### config.mk
export PLATFORM = sky130hd
export DESIGN_NAME = serial_adder_ctrl
export DESIGN_NICKNAME = d
export VERILOG_FILES = /design/src/rtl/serial_adder_ctrl.sv
export SDC_FILE = /design/constraint.sdc
export NUM_CORES = 1
export LEC_CHECK = 0
export CORE_UTILIZATION = 48
export CTS_CLUSTER_SIZE = 16
export DETAILED_ROUTE_END_ITERATION = 16
export GPL_ROUTABILITY_DRIVEN = 0
export HOLD_SLACK_MARGIN = 0.08
export PLACE_DENSITY = 0.76
export SYNTH_ARGS = -nofsm -noshare
export SYNTH_HDL_FRONTEND = slang
export SYNTH_SLANG_ARGS = --single-unit
export TNS_END_PERCENT = 30
### constraint.sdc
create_clock -name clk -period 1.6 [get_ports clk]
set_input_delay 0.16 -clock clk [delete_from_list [all_inputs] [get_ports clk]]
set_output_delay 0.16 -clock clk [all_outputs]
set_load 0.01 [all_outputs]
### src/rtl/serial_adder_ctrl.sv
// Bit-serial adder: one full-adder cell reused LSB-first over WIDTH cycles.
// Latency: WIDTH cycles from input acceptance to out_valid; one operation in flight.
// Backpressure: result held stable in DONE until out_ready; in_ready low while busy.
//
// Ports:
//   clk, rst_n               clock, asynchronous active-low reset
//   in_valid/in_ready        operand handshake (in_a, in_b, in_cin)
//   out_valid/out_ready      result handshake (out_sum, out_cout, out_ovf)
//   busy                     high while bits are being added (ADD state)
module serial_adder_ctrl #(
  parameter int WIDTH = 8
) (
  input  logic             clk,
  input  logic             rst_n,
  input  logic             in_valid,
  output logic             in_ready,
  input  logic [WIDTH-1:0] in_a,
  input  logic [WIDTH-1:0] in_b,
  input  logic             in_cin,
  output logic             out_valid,
  input  logic             out_ready,
  output logic [WIDTH-1:0] out_sum,
  output logic             out_cout,
  output logic             out_ovf,
  output logic             busy
);

  localparam int CW = $clog2(WIDTH);

  typedef enum logic [1:0] {
    IDLE = 2'd0,
    ADD  = 2'd1,
    DONE = 2'd2
  } state_t;

  state_t state, state_nxt;

  logic [WIDTH-1:0] a_sr;
  logic [WIDTH-1:0] b_sr;
  logic [WIDTH-1:0] sum_sr;
  logic             carry;
  logic             ovf_r;
  logic [CW-1:0]    cnt;

  logic load;
  logic shift;
  logic last;

  // The shared full-adder cell, built as two half-adder stages.
  logic ha_x;
  logic bit_sum;
  logic bit_carry;

  assign ha_x      = a_sr[0] ^ b_sr[0];
  assign bit_sum   = ha_x ^ carry;
  assign bit_carry = (a_sr[0] & b_sr[0]) | (carry & ha_x);

  assign last = (cnt == CW'(WIDTH - 1));

  always_ff @(posedge clk or negedge rst_n) begin
    if (!rst_n) begin
      state <= IDLE;
    end else begin
      state <= state_nxt;
    end
  end

  always_comb begin
    state_nxt = state;
    in_ready  = 1'b0;
    busy      = 1'b0;
    out_valid = 1'b0;
    load      = 1'b0;
    shift     = 1'b0;
    case (state)
      IDLE: begin
        in_ready = 1'b1;
        if (in_valid) begin
          load      = 1'b1;
          state_nxt = ADD;
        end
      end
      ADD: begin
        busy  = 1'b1;
        shift = 1'b1;
        if (last) begin
          state_nxt = DONE;
        end
      end
      DONE: begin
        out_valid = 1'b1;
        if (out_ready) begin
          state_nxt = IDLE;
        end
      end
      default: begin
        state_nxt = IDLE;
      end
    endcase
  end

  always_ff @(posedge clk or negedge rst_n) begin
    if (!rst_n) begin
      a_sr   <= '0;
      b_sr   <= '0;
      sum_sr <= '0;
      carry  <= 1'b0;
      ovf_r  <= 1'b0;
      cnt    <= '0;
    end else if (load) begin
      a_sr   <= in_a;
      b_sr   <= in_b;
      sum_sr <= '0;
      carry  <= in_cin;
      ovf_r  <= 1'b0;
      cnt    <= '0;
    end else if (shift) begin
      a_sr   <= a_sr >> 1;
      b_sr   <= b_sr >> 1;
      sum_sr <= {bit_sum, sum_sr[WIDTH-1:1]};
      carry  <= bit_carry;
      cnt    <= cnt + CW'(1);
      // On the MSB cycle the carry flop still holds the carry into the MSB,
      // and bit_carry is the carry out of it.
      if (last) begin
        ovf_r <= carry ^ bit_carry;
      end
    end
  end

  // Outputs are gated so partial results never appear; the carry flop holds
  // the final carry out once the FSM is in DONE.
  assign out_sum  = out_valid ? sum_sr : '0;
  assign out_cout = out_valid & carry;
  assign out_ovf  = out_valid & ovf_r;

endmodule

==> key figures <==
Status
  • Status: completed

Clock network
  • CTS Buffer Depth: 2
  • Clk sink count: 31
  • H-tree levels: 2
  • Clock Latency Late Sink: roughly 320 ps
  • Clk slew on worst S/H paths: 100 ps
  • CTS Root Cell: clkbuf_4
  • CTS tree: built
  • TritonCTS Buffers: 5

Synth
  • Mapped Area: 0.00142 mm²
  • Synthesis Warnings: 0
  • Synth top area share: between 50% and 60%
  • #FFs+latches synth: 31
  • Asr flop ratio synth: 100%
  • Syn nets: about 180
  • Yosys cell types: 25
  • Cell taking the most area after synthesis: dfrtp_1
  • Top FF cell, synth: dfrtp_1
  • Average cell area after synthesis: 9.38 µm²
  • Largest cells by area after synthesis: dfrtp_1 55%, nand2_1 14%, a22oi_1 7.4%, o21ai_0 4.6%, and2_1 4.0%
  • Gate Count Post-Synth: 151
  • Sequential fraction of the synthesis area: 54.8%
  • Post-synth EDFFs: 0
  • Cell with the most instances after synthesis: nand2_1
  • Post-synth top cells: 53 x nand2_1, 31 x dfrtp_1, 14 x a22oi_1, 13 x o21ai_0, 9 x and2_1

Cells and area
  • Layout cells sized above 1: 16.0%
  • Antenna cells: 0
  • Final core utilization: about two thirds
  • Nets: about 220
  • P&R area growth vs syn: 29.7%
  • Design area: ~0.0018 mm²

Timing
  • Setup_tns: 0 ps
  • RSZ-0062 raised after global routing: false
  • Fin crit period: 1510 ps
  • Max-slew violations: 0
  • Slew headroom: 73.5%
  • Worst Hold Slack: 229 ps
  • Worst slew pin tran: 397 ps
  • Final hold violations: 0
  • Setup Skew: ~5.0 ps
  • Tcrit/Tclk final: a little over nine tenths
  • # setup viols final: 0
  • Fmax: 661 MHz

Global routing
  • Met3 Usage GRT: between 6 and 7%
  • Total Routing Usage GR: 19.7%
  • Vias in the first global route: 1,096
  • GR Util met2: between 30% and 40%
  • Global Route met1 Usage: a little under a quarter
  • First-pass GRT wire length: 4710 µm
  • Antenna violations before repair: 0
  • Grt total ovfl: 0
  • Largest net degree at the start of global routing: 32
  • Global route hottest layer: met2

Critical path
  • Crit path largest cell delay: 390 ps
  • CP delay by family, top: flip-flops
  • Crit path max-delay cell type: dfrtp_1
  • Max FO, Critical Path: 4
  • CP required: between 1000 and 1500 ps
  • Crit path arrival time: around 1400 ps
  • Worst path bufs/invs: 3
  • Crit end category: primary output
  • CP Cell Sequence: nor2b_4, buf_6, buf_4, and2_4, buf_2
  • CP Class: flop to primary output
  • Setup crit start kind: flop

Drt
  • DRT Pass-1 Iters: 4
  • Initial DRC Count: 22
  • Post-route DRC: 0
  • DRT Wirelength: 2790 µm
  • Vias post-DR: 1,164
  • DR vias/cell: 5.17
  • Antenna Nets Post-Route: 0
  • Avg WL per Cell: 12.4 µm

Die
  • Die height: roughly 56 µm
  • I/O pin total: 34
  • DIE WIDTH: 56.3 µm
  • Starting Density: 50.9%
  • Core Rows: 19
  • Die area: 0.00317 mm²
  • Core Box Area: 0.00278 mm²

Job
  • Max cap viols: 0

Pwr
  • Worst vdd rail ir drop: about 0.0012 V
  • PD cells: ~1600 mW/mm²
  • P_leak: 0.895 nW

Placed design
  • Placed cell areas: 0.00180 mm²
  • # port buffers: 33
  • Post-DP HPWL: 1880 µm

Worst hold path
  • Worst Hold Class: primary input to async pin
## final cells by class
type	count	area (µm²)
fillers	240	945
flip-flops and latches	31	776
multi-input cells	106	581
repair buffers	44	373
clock buffers	7	45.0
well taps	31	38.8
inverters	5	18.8
clock inverters	1	5.00
## per-stage QoR
step,std cells,power [mW],setup slack (ps)
5_1_grt,225,3.12,6.58
2_1_floorplan,151,2.10,369
3_3_place_gp,215,2.40,130
3_5_place_dp,215,2.47,105
4_1_cts,225,2.88,12.5
6_report,225,2.88,86.3
## power breakdown
group          leakage [nW]  internal (mW)  switching, mW  total (mW)
combinational         0.467          0.500          0.641        1.14
sequential            0.399           1.11          0.197        1.30
clock                0.0293          0.171          0.262       0.433
total                 0.895           1.78           1.10        2.88
## flip-flops by register name, indices dropped and copies added (netlist names)
name / flops
a_sr: 8
b_sr: 8
carry: 1
cnt: 3
ovf_r: 1
state: 2
sum_sr: 8
## what timing repair did
item                       CTS  global route
setup buffers                1             0
pin swaps                    0             0
hold buffers                 0             0
gates resized for setup     26            13
cloned                       1             0
setup endpoints to repair   13             9
## cell families after synthesis
kind of cell	Yosys count	synth area share (%)
AND/OR/NAND/NOR	70	21.5
AO/OA/AOI/OAI	32	14.8
flip-flops	31	54.8
buffers and inverters	14	5.12
adder cells (fa/ha/maj)	3	3.18
XOR/XNOR	1	0.618
## routing by layer
metal | part of all wire, % | vias to the layer above
li1 | - | 581
met1 | 44 | 543
met2 | 49 | 35
met3 | 5.6 | 5
met4 | 1.1 | 0
met5 | 0 | -
## worst paths after layout
path / start / endpoint / slack (ps) / depth (start not counted)
worst max-delay path: state[1] / out_sum[7] / 90 / 5
worst min register to register: a_sr[0] / a_sr[0] / 480 / 2
worst min-delay path: rst_n / b_sr[2] / 230 / 2
worst max register to register: state[0] / a_sr[4] / 220 / 6
min in group clk: in_b[7] / b_sr[7] / 380 / 3
max in group asynchronous: rst_n / sum_sr[0] / 1090 / 2
## cells in the final DEF (no fill, tap or decap), types with 3 or more instances in the layout
cell type	n
nand2_1	53
and2_1	7
buf_4	10
nor2_1	3
clkbuf_4	5
inv_1	4
dfrtp_1	31
clkbuf_2	6
dlygate4sd2_1	3
clkdlybuf4s50_1	20
o21ai_0	13
a22oi_1	14
No activity file was read; power rests on OpenSTA's default activity.
